## config.mk

```make
export PLATFORM = sky130hd
export DESIGN_NAME = level_up_detector
export DESIGN_NICKNAME = d
export VERILOG_FILES = /design/src/rtl/level_pkg.sv /design/src/rtl/level_hold_timer.sv /design/src/rtl/level_up_detector.sv
export SDC_FILE = /design/constraint.sdc
export NUM_CORES = 1
export LEC_CHECK = 0
export CAP_MARGIN = 30
export CORE_MARGIN = 2
export CORE_UTILIZATION = 51
export CTS_BUF_LIST = sky130_fd_sc_hd__clkbuf_8
export DETAILED_ROUTE_END_ITERATION = 16
export PLACE_DENSITY = 0.74
export REMOVE_ABC_BUFFERS = 1
export SETUP_SLACK_MARGIN = 0.05
export SYNTH_ARGS = -nofsm -noshare
export SYNTH_HDL_FRONTEND = slang
export SYNTH_SLANG_ARGS = --single-unit
export TNS_END_PERCENT = 30
```

## constraint.sdc

```tcl
create_clock -name SC_LEVELUP_CLOCK_50 -period 2.6 [get_ports SC_LEVELUP_CLOCK_50]
set_input_delay 0.26 -clock SC_LEVELUP_CLOCK_50 [delete_from_list [all_inputs] [get_ports SC_LEVELUP_CLOCK_50]]
set_output_delay 0.26 -clock SC_LEVELUP_CLOCK_50 [all_outputs]
set_load 0.1 [all_outputs]
```

## src/rtl/level_pkg.sv

```systemverilog
// Shared definitions for the Frogger level-up path: FSM state encoding and the
// level bus width common to the detector and the level counter.
package level_pkg;

   localparam int DEFAULT_LEVEL_WIDTH = 2;

   typedef logic [2:0] levelState_t;

   localparam levelState_t IDLE    = 3'd0;
   localparam levelState_t HOLD    = 3'd1;
   localparam levelState_t PULSE   = 3'd2;
   localparam levelState_t RESPAWN = 3'd3;
   localparam levelState_t WON     = 3'd4;

endpackage

```

## src/rtl/level_hold_timer.sv

```systemverilog
// Hold-time counter: synchronous clear and enable, flags the last hold cycle.
// The done flag gates the enable in the parent, so the count stops at HOLD_CYCLES-1.
module level_hold_timer #(
   parameter int HOLD_CYCLES = 25000000,
   parameter int HOLD_WIDTH  = 25
)(
   input  logic SC_HOLDTIMER_CLOCK_50,
   input  logic SC_HOLDTIMER_RESET_InHigh,
   input  logic SC_HOLDTIMER_clear_InHigh,
   input  logic SC_HOLDTIMER_enable_InHigh,
   output logic SC_HOLDTIMER_done_OutHigh
);

   localparam logic [HOLD_WIDTH-1:0] LAST_COUNT = HOLD_WIDTH'(HOLD_CYCLES - 1);

   logic [HOLD_WIDTH-1:0] countReg;

   // NOTE: registers use non-blocking assignments so every flop samples pre-edge values.
   always_ff @(posedge SC_HOLDTIMER_CLOCK_50) begin
      if (SC_HOLDTIMER_RESET_InHigh || SC_HOLDTIMER_clear_InHigh) begin
         countReg <= '0;
      end else if (SC_HOLDTIMER_enable_InHigh) begin
         countReg <= countReg + 1'b1;
      end
   end

   assign SC_HOLDTIMER_done_OutHigh = (countReg == LAST_COUNT);

endmodule

```

## src/rtl/level_up_detector.sv

```systemverilog
// Frogger level-up detector: a frog held alive on the goal row emits one active-low
// upcount pulse and a respawn request, or latches game-won at the top level.
module level_up_detector
   import level_pkg::*;
#(
   parameter int ROW_WIDTH   = 4,
   parameter int GOAL_ROW    = 0,
   parameter int START_ROW   = 15,
   parameter int HOLD_CYCLES = 25000000,
   parameter int HOLD_WIDTH  = 25,
   parameter int LEVEL_WIDTH = DEFAULT_LEVEL_WIDTH
)(
   input  logic                   SC_LEVELUP_CLOCK_50,
   input  logic                   SC_LEVELUP_RESET_InHigh,
   input  logic [ROW_WIDTH-1:0]   SC_LEVELUP_frogRow_InBUS,
   input  logic                   SC_LEVELUP_frogAlive_InHigh,
   input  logic [LEVEL_WIDTH-1:0] SC_LEVELUP_level_InBUS,
   output logic                   SC_LEVELUP_upcount_OutLow,
   output logic                   SC_LEVELUP_frogRestart_OutHigh,
   output logic                   SC_LEVELUP_celebrate_OutHigh,
   output logic                   SC_LEVELUP_gameWon_OutHigh
);

   localparam logic [ROW_WIDTH-1:0] GOAL_VALUE  = ROW_WIDTH'(GOAL_ROW);
   localparam logic [ROW_WIDTH-1:0] START_VALUE = ROW_WIDTH'(START_ROW);

   // A shared goal/start row would let the frog re-arm without ever leaving the goal.
   generate
      if (GOAL_ROW == START_ROW) begin : gIllegalRows
         $error("level_up_detector: GOAL_ROW must differ from START_ROW");
      end
      if (HOLD_CYCLES < 1 || longint'(HOLD_CYCLES) > ((longint'(1) << HOLD_WIDTH) - 1)) begin : gIllegalHold
         $error("level_up_detector: HOLD_CYCLES outside 1..2^HOLD_WIDTH-1");
      end
   endgenerate

   levelState_t stateReg;
   levelState_t stateNext;
   logic        atGoal;
   logic        atStart;
   logic        levelMax;
   logic        timerDone;

   assign atGoal   = SC_LEVELUP_frogAlive_InHigh && (SC_LEVELUP_frogRow_InBUS == GOAL_VALUE);
   assign atStart  = (SC_LEVELUP_frogRow_InBUS == START_VALUE);
   assign levelMax = &SC_LEVELUP_level_InBUS;

   level_hold_timer #(
      .HOLD_CYCLES (HOLD_CYCLES),
      .HOLD_WIDTH  (HOLD_WIDTH)
   ) holdTimer (
      .SC_HOLDTIMER_CLOCK_50      (SC_LEVELUP_CLOCK_50),
      .SC_HOLDTIMER_RESET_InHigh  (SC_LEVELUP_RESET_InHigh),
      .SC_HOLDTIMER_clear_InHigh  ((stateReg != HOLD) || !atGoal),
      .SC_HOLDTIMER_enable_InHigh ((stateReg == HOLD) && !timerDone),
      .SC_HOLDTIMER_done_OutHigh  (timerDone)
   );

   always_ff @(posedge SC_LEVELUP_CLOCK_50) begin
      if (SC_LEVELUP_RESET_InHigh) begin
         stateReg <= IDLE;
      end else begin
         stateReg <= stateNext;
      end
   end

   // NOTE: default assignment first so no branch leaves stateNext unassigned (no latch).
   always_comb begin
      stateNext = stateReg;
      case (stateReg)
         IDLE:    if (atGoal) stateNext = HOLD;
         HOLD: begin
            if (!atGoal) begin
               stateNext = IDLE;
            end else if (timerDone) begin
               stateNext = levelMax ? WON : PULSE;
            end
         end
         PULSE:   stateNext = RESPAWN;
         RESPAWN: if (atStart) stateNext = IDLE;
         WON:     stateNext = WON;
         default: stateNext = IDLE;
      endcase
   end

   always_comb begin
      SC_LEVELUP_upcount_OutLow      = 1'b1;
      SC_LEVELUP_frogRestart_OutHigh = 1'b0;
      SC_LEVELUP_celebrate_OutHigh   = 1'b0;
      SC_LEVELUP_gameWon_OutHigh     = 1'b0;
      case (stateReg)
         HOLD:    SC_LEVELUP_celebrate_OutHigh = 1'b1;
         PULSE: begin
            SC_LEVELUP_upcount_OutLow      = 1'b0;
            SC_LEVELUP_frogRestart_OutHigh = 1'b1;
         end
         RESPAWN: SC_LEVELUP_frogRestart_OutHigh = 1'b1;
         WON:     SC_LEVELUP_gameWon_OutHigh = 1'b1;
         default: ;
      endcase
   end

endmodule

```

* Word-level counts from Yosys, hierarchy flattened
Cells that the tools add are included.
** Word-level totals
- Logic and storage cells :: 34
- Register bits :: 28
- Input bits :: 9
- Output and inout port bits :: 4
** Cells by class
- Muxes and demuxes :: 10
- $add $sub $neg :: 1
- Equal/unequal tests :: 10
- Reductions and logical operators :: 11
** Operators by type and width (number)
- adder 25 x 1 -> 25 bit, second input constant :: 1
- equality test 25 bit, second input constant :: 1
- two-way mux 3 bit :: 5
- case mux 3 bit (5 select lines) :: 1
- equality test 3 x 2 -> 1 bit, second input constant :: 2
- equality test 4 bit, second input constant :: 1
- logical NOT 4 bit :: 1
- two-way mux 1 bit :: 4
- != test 2 bit, second input constant :: 2
- equality test 3 x 1 -> 1 bit, second input constant :: 1
- equality test 3 bit, second input constant :: 1
- logical NOT 3 bit :: 1
- != test 3 x 1 -> 1 bit, second input constant :: 1
- != test 3 bit, second input constant :: 1
- AND reduction 3 bit :: 1
- logical AND 1 bit :: 2
- logical NOT 1 bit :: 2
- logical OR 1 bit :: 2
- AND reduction 2 bit :: 1
- OR reduction 2 bit :: 1

* Depth between registers and ports, before layout
Gate-level depths: netlist (run 1).
- Word-level depth :: 5
- Gate-level depth with buffers :: 7

* Modules after synthesis
A second synthesis (run 1) with hierarchy kept.
** Second synthesis, totals
- Cells, all modules :: 168
- Area total of the unflattened synthesis :: 1453.9 µm²
** By module, submodules not included
- level_hold_timer :: times used 1, area each 1226.2 µm², cells each 140
- level_up_detector :: times used 1, area each 227.7 µm², cells each 28

* Least setup slack after synthesis (run 1)
No wires, ideal clock.
- Path kind :: reg-to-output
- Start :: register stateReg[1]
- End :: output port SC_LEVELUP_upcount_OutLow
- Required time :: 2340 ps
- Stages on the path, launching flop included :: 3
- Arrival :: 2826 ps
- Slack :: -486 ps
- Buffers on the path :: 0
- Cell sequence :: dfxtp_1 nor2b_1 nand2b_1
** On the way
- Word-level cells in the longest chain between the ends :: 2
** Ends and longest elaborated chain
- start: declaration :: RTL line level_up_detector.sv:37 : levelState_t stateReg;
- start signal: assignment :: RTL line level_up_detector.sv:63 : stateReg <= stateNext;
- equality test 3 x 2 -> 1 bit :: RTL line level_up_detector.sv:91 : case (stateReg)
- two-way mux 1 bit :: RTL line level_up_detector.sv:91
- end: declaration :: RTL line level_up_detector.sv:18 : output logic SC_LEVELUP_upcount_OutLow,
Every way passes these cells.

* Final worst setup path (run 1)
- Start :: register holdTimer.countReg[0]
- End :: register holdTimer.countReg[14]
** On the way
- Word-level cells in the longest chain between the ends :: 3
- Elaborated cells on any way between the ends :: 4
- Classes of those cells :: 1 x add/sub; 1 x eq/ne; 2 x reduce/logical
** Ends and longest elaborated chain
- start: declaration :: RTL line level_hold_timer.sv:16 : logic [HOLD_WIDTH-1:0] countReg;
- start signal: assignment :: RTL line level_hold_timer.sv:23 : countReg <= countReg + 1'b1;
- branches (longest 3 deep; another with adder 25 x 1 -> 25 bit)
Several ways; the timed one is not identified.
A chain may end at the register's enable or synchronous reset.

==> flow_results.org, run 1 <==
** STA
- Maximum clock frequency :: between 500 and 600 MHz
- Total count of hold-check failures in the final report :: 0
- At the pin with the least slew margin, the transition time is roughly 0.44 ns.
- Final critical-path share of the clock period :: 76.2%
- Subtracting the final worst setup slack from the clock period gives roughly 2 ns.
- Measured against its own limit, the worst slew margin works out to 70.9%.
- Min Hold Slack :: roughly 0.51 ns
- Max Slew Vio Count :: 0
- Setup repair after global routing left no endpoint under its margin.
- Final worst clock skew :: 0.00798 ns
- Setup violations remaining at the end of the flow were counted as 0.

** Clock network
- The later pin in the worst-skew pair is clocked with a latency of ~0.28 ns.
- The number of clock buffers added by TritonCTS is 3.
- The number of setup buffers added after CTS is 0.
- The tree is rooted in a sky130_fd_sc_hd__clkbuf_8.
- Maximum number of buffers from clock root to sink :: 2
- Clk slew on worst S/H paths :: approximately 0.1 ns
- TritonCTS built the clock tree.
- H-Tree Depth :: 1
- Cts-stage hold buffer count :: 0
- The clock drives 28 sinks.
- After clock tree synthesis, the repair step resized 0 gates.

** Synth
- For this run, the register share of the synthesized area comes to around two fifths.
- During synthesis, Yosys emitted a total of 0 warnings.
- Largest family of logic cells by synthesized area :: simple AND/OR/NAND/NOR gates
- Number of enable flip-flop cells after synthesis :: 0
- Summing the areas of all fa, ha and maj instances in the mapped netlist gives 0.850% of the synthesized area.
- A synthesized cell averages 8.97 um^2.
- Among all cell types in the netlist, the one instantiated most often is sky130_fd_sc_hd__dfxtp_1.
- Share of synthesized area spent on multiplexers :: less than 1%
- Combined area of all synthesized cells :: about 1500 um^2
- Counting every instance in the synthesized netlist gives about 160.
- After Yosys synthesis, and, or, nand and nor cells account for roughly a third of the synthesized area.
- Count of distinct cell types in the synthesized netlist :: 43
- By area the synthesized netlist is led by sky130_fd_sc_hd__dfxtp_1, sky130_fd_sc_hd__xnor2_1, sky130_fd_sc_hd__nor2_1.
- Area share of the largest cell type after synthesis :: 38.1%
- Async set-or-reset flop fraction in the synthesized netlist :: 0%
- Leading cell types by count after synthesis :: sky130_fd_sc_hd__dfxtp_1, sky130_fd_sc_hd__nor2_1, sky130_fd_sc_hd__nand2_1, sky130_fd_sc_hd__nor3_1, sky130_fd_sc_hd__xnor2_1
- Synth Flop Type :: sky130_fd_sc_hd__dfxtp_1
- Number of register bits inferred by synthesis :: 28
- The synthesized netlist devotes between 10% and 20% of its cell area to compound gates.
- The synthesized netlist devotes between 10 and 15% of its cell area to XOR and XNOR gates.
- Summed over all instances, the cell type with the most area after synthesis is sky130_fd_sc_hd__dfxtp_1.

** Worst setup path
- The signal on the critical path passes through ha_1, and4_1, nand3_1, or4_1, a21oi_1.
- Critical path launch point :: holdTimer.countReg[0]$_SDFFE_PP0P_
- Critical-path top delay cell :: sky130_fd_sc_hd__or4_1
- Reg-to-Reg End :: holdTimer.countReg[14]$_SDFFE_PP0P_
- Worst path buffer plus inverter count :: 0
- Type of element launching the critical path :: register
- Count of cell instances traversed by the critical path :: 5
- Worst reg-to-reg path cell count :: 5
- For this run, the slowest stage of the critical path takes roughly 0.57 ns.
- Data on the critical path is required at its endpoint by about 2.8 ns.
- Crit path capture type :: register
- Capturing instance or port of the critical path :: holdTimer.countReg[14]$_SDFFE_PP0P_
- Slack of the worst reg-to-reg path :: between 0.6 and 0.7 ns
- Of all nets on the critical path, the largest fanout is 8.
- Class of the most critical setup path :: reg -> reg
- For the worst setup path, the data arrival time is 2.18 ns.
- The worst register-to-register path begins at holdTimer.countReg[0]$_SDFFE_PP0P_.
- Top delay family on crit path :: simple AND/OR/NAND/NOR gates

** Detailed routing
- Count of antenna-violating nets left after detailed routing :: 0
- Number of iterations in the first detailed-routing pass :: 4
- Detailed Route Iter0 Violations :: between 60 and 70
- The detailed router placed around 1200 vias in this run.
- The routed design has between 3000 and 4000 um of wire.
- In the routed layout, each cell is associated on average with a via count of slightly below 6.
- Dividing the detail-routed wire length by the instance count gives between 10 and 15 um.
- In the routed design, unresolved DRC markers number 0.

** Global routing
- The initial antenna violation count was 0.
- After global routing the overflow that remains totals 0.
- Total Routing Usage GR :: 20.4%
- Largest net degree at the start of global routing :: 17
- The number of global-route vias before repair is about 1200.
- Wire length of the first global-routing pass :: between 5000 and 6000 um

** Final layout
- The area growth from synthesis to layout is 12.0%.
- After the flow finishes, the layout carries non-filler instances totaling 208.
- The number of antenna diodes in the final layout is 0.
- Fraction of layout instances using a drive strength above 1 :: ~11%
- The finished cells cover 1650 um^2.
- Net count, final :: around 190

** Floorplanning
- From bottom edge to top edge, the die measures slightly below 60 um.
- For this configuration, the core starts out at a cell density of between 50% and 60%.
- The core region is ~2800 um^2.
- Die ar. :: between 3000 and 4000 um^2
- Pin placement for this block handled 13 I/O pins.
- Overall die width :: 57.7 um
- After floorplanning, the core was divided into 19 placement rows.

** Power and ir drop
- In this run the static leakage power is 0.521 nW.
- Dividing total power by cell area gives a power density of around 440 nW/um^2.
- Worst supply voltage drop on vdd :: about 420 uV

** Outcome
- Run status :: finished, final reports clean

** Flow run
- The tool flagged a number of max-cap violations equal to 0.

** Place
- Routability-driven placement finished with a final weighted congestion of between 0.8 and 0.9.
- Half-perimeter wire length after detailed placement :: around 2200 um
- Placed cell area :: roughly 1600 um^2
- Buffers placed on the I/O ports in this run total 12.
- Cell count after placement :: 204

** Hold path
- The path class of the tightest hold or removal check is reg -> reg.
sequential cells by signal, indices dropped and copies added (netlist names):
register and cells:
holdTimer.countReg 25, stateReg 3
report_power, final:
part / switching [W] / internal [W]
Sequential: 0.000000240 / 0.000429
Clock: 0.000135 / 0.000136
Combinational: 0.00000681 / 0.0000121
Total: 0.000142 / 0.000576
how the worst min path moves through the flow:
stage	start	to	slack, ns	cells after the start
after global placement	holdTimer.countReg[4]$_SDFFE_PP0P_	holdTimer.countReg[4]$_SDFFE_PP0P_	0.48	2
after CTS	stateReg[2]$_SDFFE_PP0P_	stateReg[0]$_SDFFE_PP0P_	0.51	1
after floorplan	SC_LEVELUP_RESET_InHigh	stateReg[0]$_SDFFE_PP0P_	0.33	1
after detailed placement	stateReg[2]$_SDFFE_PP0P_	stateReg[0]$_SDFFE_PP0P_	0.49	1
after global routing	stateReg[2]$_SDFFE_PP0P_	stateReg[0]$_SDFFE_PP0P_	0.53	1
final	stateReg[2]$_SDFFE_PP0P_	stateReg[1]$_SDFFE_PP0P_	0.51	1
kinds of logic (layout without fill, tap and decap cells):
family          Yosys count  in the layout
fa+ha+maj                 1              1
mux                       1              1
compound gates           28             28
buf+inv                   6             19
xor+xnor                 17             17
flops                    28             28
simple gates             83             83
stage by stage:
step	setup WS (ns)	total power [W]	utilization, %	TNS (ns)
finish	0.620	0.000718	59.8	0
global route	0.405	0.000737	59.8	0
CTS	0.609	0.000719	59.8	0
detailed placement	0.511	0.000458	57.8	0
global placement	0.546	0.000457	57.8	0
floorplan	-0.486	0.000443	-	-1.14
per-layer routing:
layer,routed length [um],track usage [%],vias up
met2,1460,35.4,20
met1,1480,26.0,580
met5,0,0,-
li1,-,-,623
met3,98,2.90,5
met4,34,6.98,0
cell usage in the layout, fill, tap and decap left out, types with 7 or more instances in the layout:
master,count
sky130_fd_sc_hd__clkdlybuf4s50_1,8
sky130_fd_sc_hd__dfxtp_1,28
sky130_fd_sc_hd__nand2_1,9
sky130_fd_sc_hd__nand3_1,7
sky130_fd_sc_hd__nor2_1,20
sky130_fd_sc_hd__nor3_1,9
sky130_fd_sc_hd__o21ai_0,7
sky130_fd_sc_hd__xnor2_1,9
sky130_fd_sc_hd__xor2_1,8
area by class of cell:
cell class	instances	area (um^2)
repair buffers	13	118
well taps	31	38.8
clock buffers	4	55.1
multi-input cells	130	863
flip-flops and latches	28	561
fillers	249	1110
inverters	2	12.5
Power figures use the tool's default switching activity.
==> inputs of run 2 (changes only) <==
Settings changed: PLACE_DENSITY 0.74 to 0.77.
Clock period 2.6 ns to 1.7 ns, I/O delays scaled along.
==> run 2 against run 1 <==
Net effect: power is 69% higher; global-route usage is 1.6 points higher; hold slack better by 0.0075 ns; largest power group unchanged; highest routed layer unchanged.
==> flow_results.org, run 2 (synthesized netlist as in run 1, its figures left out) <==
** Flow run
- The tool flagged a number of max-cap violations equal to 0.

** Clock network
- Clock-pin slew was measured on the worst setup and hold paths at around 0.10 ns.
- The later pin in the worst-skew pair is clocked with a latency of 0.28 ns.
- In this run the deepest clock path goes through 2 buffers.
- CTS saw 28 sinks.
- The cell sitting at the root of the clock tree is a sky130_fd_sc_hd__clkbuf_8.
- Clock tree synthesis inserted a total of 3 buffers.
- The number of hold buffers added after CTS was 0.
- CTS built an H-tree with a depth of 1.
- TritonCTS built the clock tree.

** Outcome
- The run finished with clean final reports.

** Detailed routing
- Number of iterations in the first detailed-routing pass :: 4
- Detailed Route WL :: about 3700 um
- Using the TritonRoute via totals, the vias-per-cell ratio works out to between 5 and 6.
- The final route contains 1410 vias.
- In the final routed layout, each cell accounts on average for roughly 16 um.
- DRC violation count after routing :: 0
- For this block, the initial DRC count from the detailed router was 55.
- The detail route stage leaves a number of antenna-violating nets equal to 0.

** STA
- Timing would allow up to 595 MHz.
- Setup violations remaining at the end of the flow were counted as 0.
- Setup repair after global routing could not meet its margin everywhere.
- Max Slew Vio Count :: 0
- Transition time at the pin with the least slew margin :: about 0.50 ns
- Final critical delay including setup and external delays :: 1.68 ns
- For the final database, setup skew stands at 0.00328 ns.
- In this run the tightest slew margin relative to its limit is about two thirds.
- Total count of hold-check failures in the final report :: 0
- Final critical-path share of the clock period :: about 100%

** Worst setup path
- Type of element launching the critical path :: register
- For this run, the slowest stage of the critical path takes ~0.36 ns.
- Cell chain of the critical path :: nor4b_4, nand4_4, buf_6, o211ai_1, xor2_1, nor2_1
- Reg-to-Reg End :: holdTimer.countReg[12]$_SDFFE_PP0P_
- The critical path in this run is classified as reg -> reg.
- The worst register-to-register path begins at holdTimer.countReg[17]$_SDFFE_PP0P_.
- For flop-to-flop paths, the worst setup slack is about 0.02 ns.
- Data arrives at the worst endpoint at around 1.9 ns.
- Data on the critical path is required at its endpoint by 1.88 ns.
- Measured in cells, the most critical reg-to-reg path has a length of 6.
- Of all nets on the critical path, the largest fanout is 5.
- STA classifies the critical path endpoint as a register.
- The slowest stage of the critical path belongs to the cell sky130_fd_sc_hd__dfxtp_2.

** Global routing
- The first global-routing pass estimated about 5700 um of wire.
- Largest net degree at the start of global routing :: 17
- The initial antenna violation count is 0.
- The total overflow left after global routing is 0.
- Total Routing Usage GR :: 22.1%
- Number of global-route vias before repair :: around 1300

** Final layout
- Share of the core filled with cells :: 74.3%
- The library cell used most frequently in the layout, excluding fill and tap cells, is sky130_fd_sc_hd__buf_4.
- Fraction of layout instances using a drive strength above 1 :: between 30% and 40%
- The largest registers in the layout are holdTimer.countReg (25), stateReg (3).
- Net count, final :: between 200 and 250
- Number of non-filler instances in the completed layout :: around 240
- Register name with the most flops :: holdTimer.countReg
- The number of antenna diodes in the final layout is 0.
- In the layout the commonest cells are sky130_fd_sc_hd__buf_4, sky130_fd_sc_hd__dfxtp_1, sky130_fd_sc_hd__nor2_1.
- Number of flip-flops under the largest register name :: 25
- Area Overhead vs Synth :: 39.2%

** Hold path
- Hold wc startpoint :: holdTimer.countReg[4]$_SDFFE_PP0P_
- Cell depth of the worst min-delay path :: 2
- Hold WC Path Type :: reg -> reg
- The path with the worst hold slack has its endpoint at holdTimer.countReg[4]$_SDFFE_PP0P_.

** Floorplanning
- Number of I/O pins :: 13
- Floorplan row count :: 19
- The die is a little under 60 um wide.
- Die ar. :: roughly 3300 um^2
- Die span in y :: just under 60 um
- Starting density of the core :: ~53%
- In this run the standard cell core region covers 2760 um^2.

** Power and ir drop
- Power spread over the standard cell area amounts to ~600 nW/um^2.
- Worst supply voltage drop on vdd :: ~610 uV
- LEAKAGE :: ~0.72 nW

** Place
- PortBufs :: 12
- Half-perimeter wire length after detailed placement :: around 2300 um
- At the end of routability-driven placement, the weighted congestion stood at between 0.8 and 0.9.
- Cell count after placement :: 223
-- run 2: changes by cell type in the layout (fill, tap and decap cells not counted), moves of 3 or more --
cell | previous run | this run
sky130_fd_sc_hd__nor3_2 | 0 | 3
sky130_fd_sc_hd__buf_6 | 0 | 4
sky130_fd_sc_hd__dfxtp_2 | 0 | 6
sky130_fd_sc_hd__buf_4 | 5 | 25
sky130_fd_sc_hd__buf_12 | 0 | 4
sky130_fd_sc_hd__nor3_1 | 9 | 6
sky130_fd_sc_hd__dfxtp_1 | 28 | 22
-- run 2: report_power, final --
part | switching (W) | leakage [nW] | internal [W]
registers | 0.000000141 | 0.228 | 0.000655
logic | 0.0000121 | 0.453 | 0.0000217
clock network | 0.000212 | 0.0357 | 0.000316
total | 0.000224 | 0.717 | 0.000993
-- run 2: per-layer routing --
layer | track usage, % | up-vias | part of all wire, %
met5 | 0 | - | 0
met4 | 10.6 | 0 | 2.2
met3 | 2.90 | 9 | 4.1
met2 | 37.3 | 32 | 51
met1 | 27.7 | 684 | 43
li1 | - | 685 | -
-- run 2: worst max-delay path: cells and delay by family (launching register included) --
family | cells | cell delay, ns
xor gates and xnor gates | 1 | 0.20
buffers and inverters | 1 | 0.18
DFF | 1 | 0.36
AOI/OAI and AO/OA | 1 | 0.23
and+or+nand+nor | 3 | 0.61
-- run 2: how the worst max path moves through the flow --
stage	start	endpoint	slack (ns)
2_1_floorplan	stateReg[1]$_SDFFE_PP0P_	SC_LEVELUP_upcount_OutLow	-1.30
3_3_place_gp	SC_LEVELUP_frogRow_InBUS[0]	stateReg[1]$_SDFFE_PP0P_	-0.04
3_5_place_dp	SC_LEVELUP_frogRow_InBUS[0]	holdTimer.countReg[13]$_SDFFE_PP0P_	-0.12
4_1_cts	stateReg[0]$_SDFFE_PP0P_	SC_LEVELUP_celebrate_OutHigh	0.02
5_1_grt	holdTimer.countReg[17]$_SDFFE_PP0P_	holdTimer.countReg[12]$_SDFFE_PP0P_	-0.06
6_report	holdTimer.countReg[17]$_SDFFE_PP0P_	holdTimer.countReg[12]$_SDFFE_PP0P_	0.02
-- run 2: cell type report --
cell class | instances | area [um^2]
flip-flops and latches | 28 | 568
clock buffers | 3 | 41.3
repair buffers | 41 | 393
multi-input cells | 131 | 962
fillers | 184 | 709
inverters | 2 | 15.0
well taps | 31 | 38.8
clock inverters | 1 | 30.0
-- run 2: through the flow --
| stage | power, W | cell area, um^2 | worst slack, ns | setup TNS (ns) | hold WS (ns) |
|---|---|---|---|---|---|
| 2_1_floorplan | 0.000677 | 1440 | -1.30 | -4.43 | 0.243 |
| 3_3_place_gp | 0.000701 | 1790 | -0.0402 | -0.374 | 0.478 |
| 3_5_place_dp | 0.000702 | 1790 | -0.119 | -2.16 | 0.489 |
| 4_1_cts | 0.00122 | 1890 | 0.0231 | 0 | 0.505 |
| 5_1_grt | 0.00124 | 2050 | -0.0633 | -0.128 | 0.552 |
| 6_report | 0.00122 | 2050 | 0.0204 | 0 | 0.520 |
-- run 2: repair_timing --
action / 4_1_cts / 5_1_grt
endpoints found under the setup margin: 18 / 29
setup buffers: 0 / 9
gates resized for setup: 7 / 22
hold endpoints to repair: 0 / 0
pin swaps: 1 / 15
gates cloned: 0 / 1
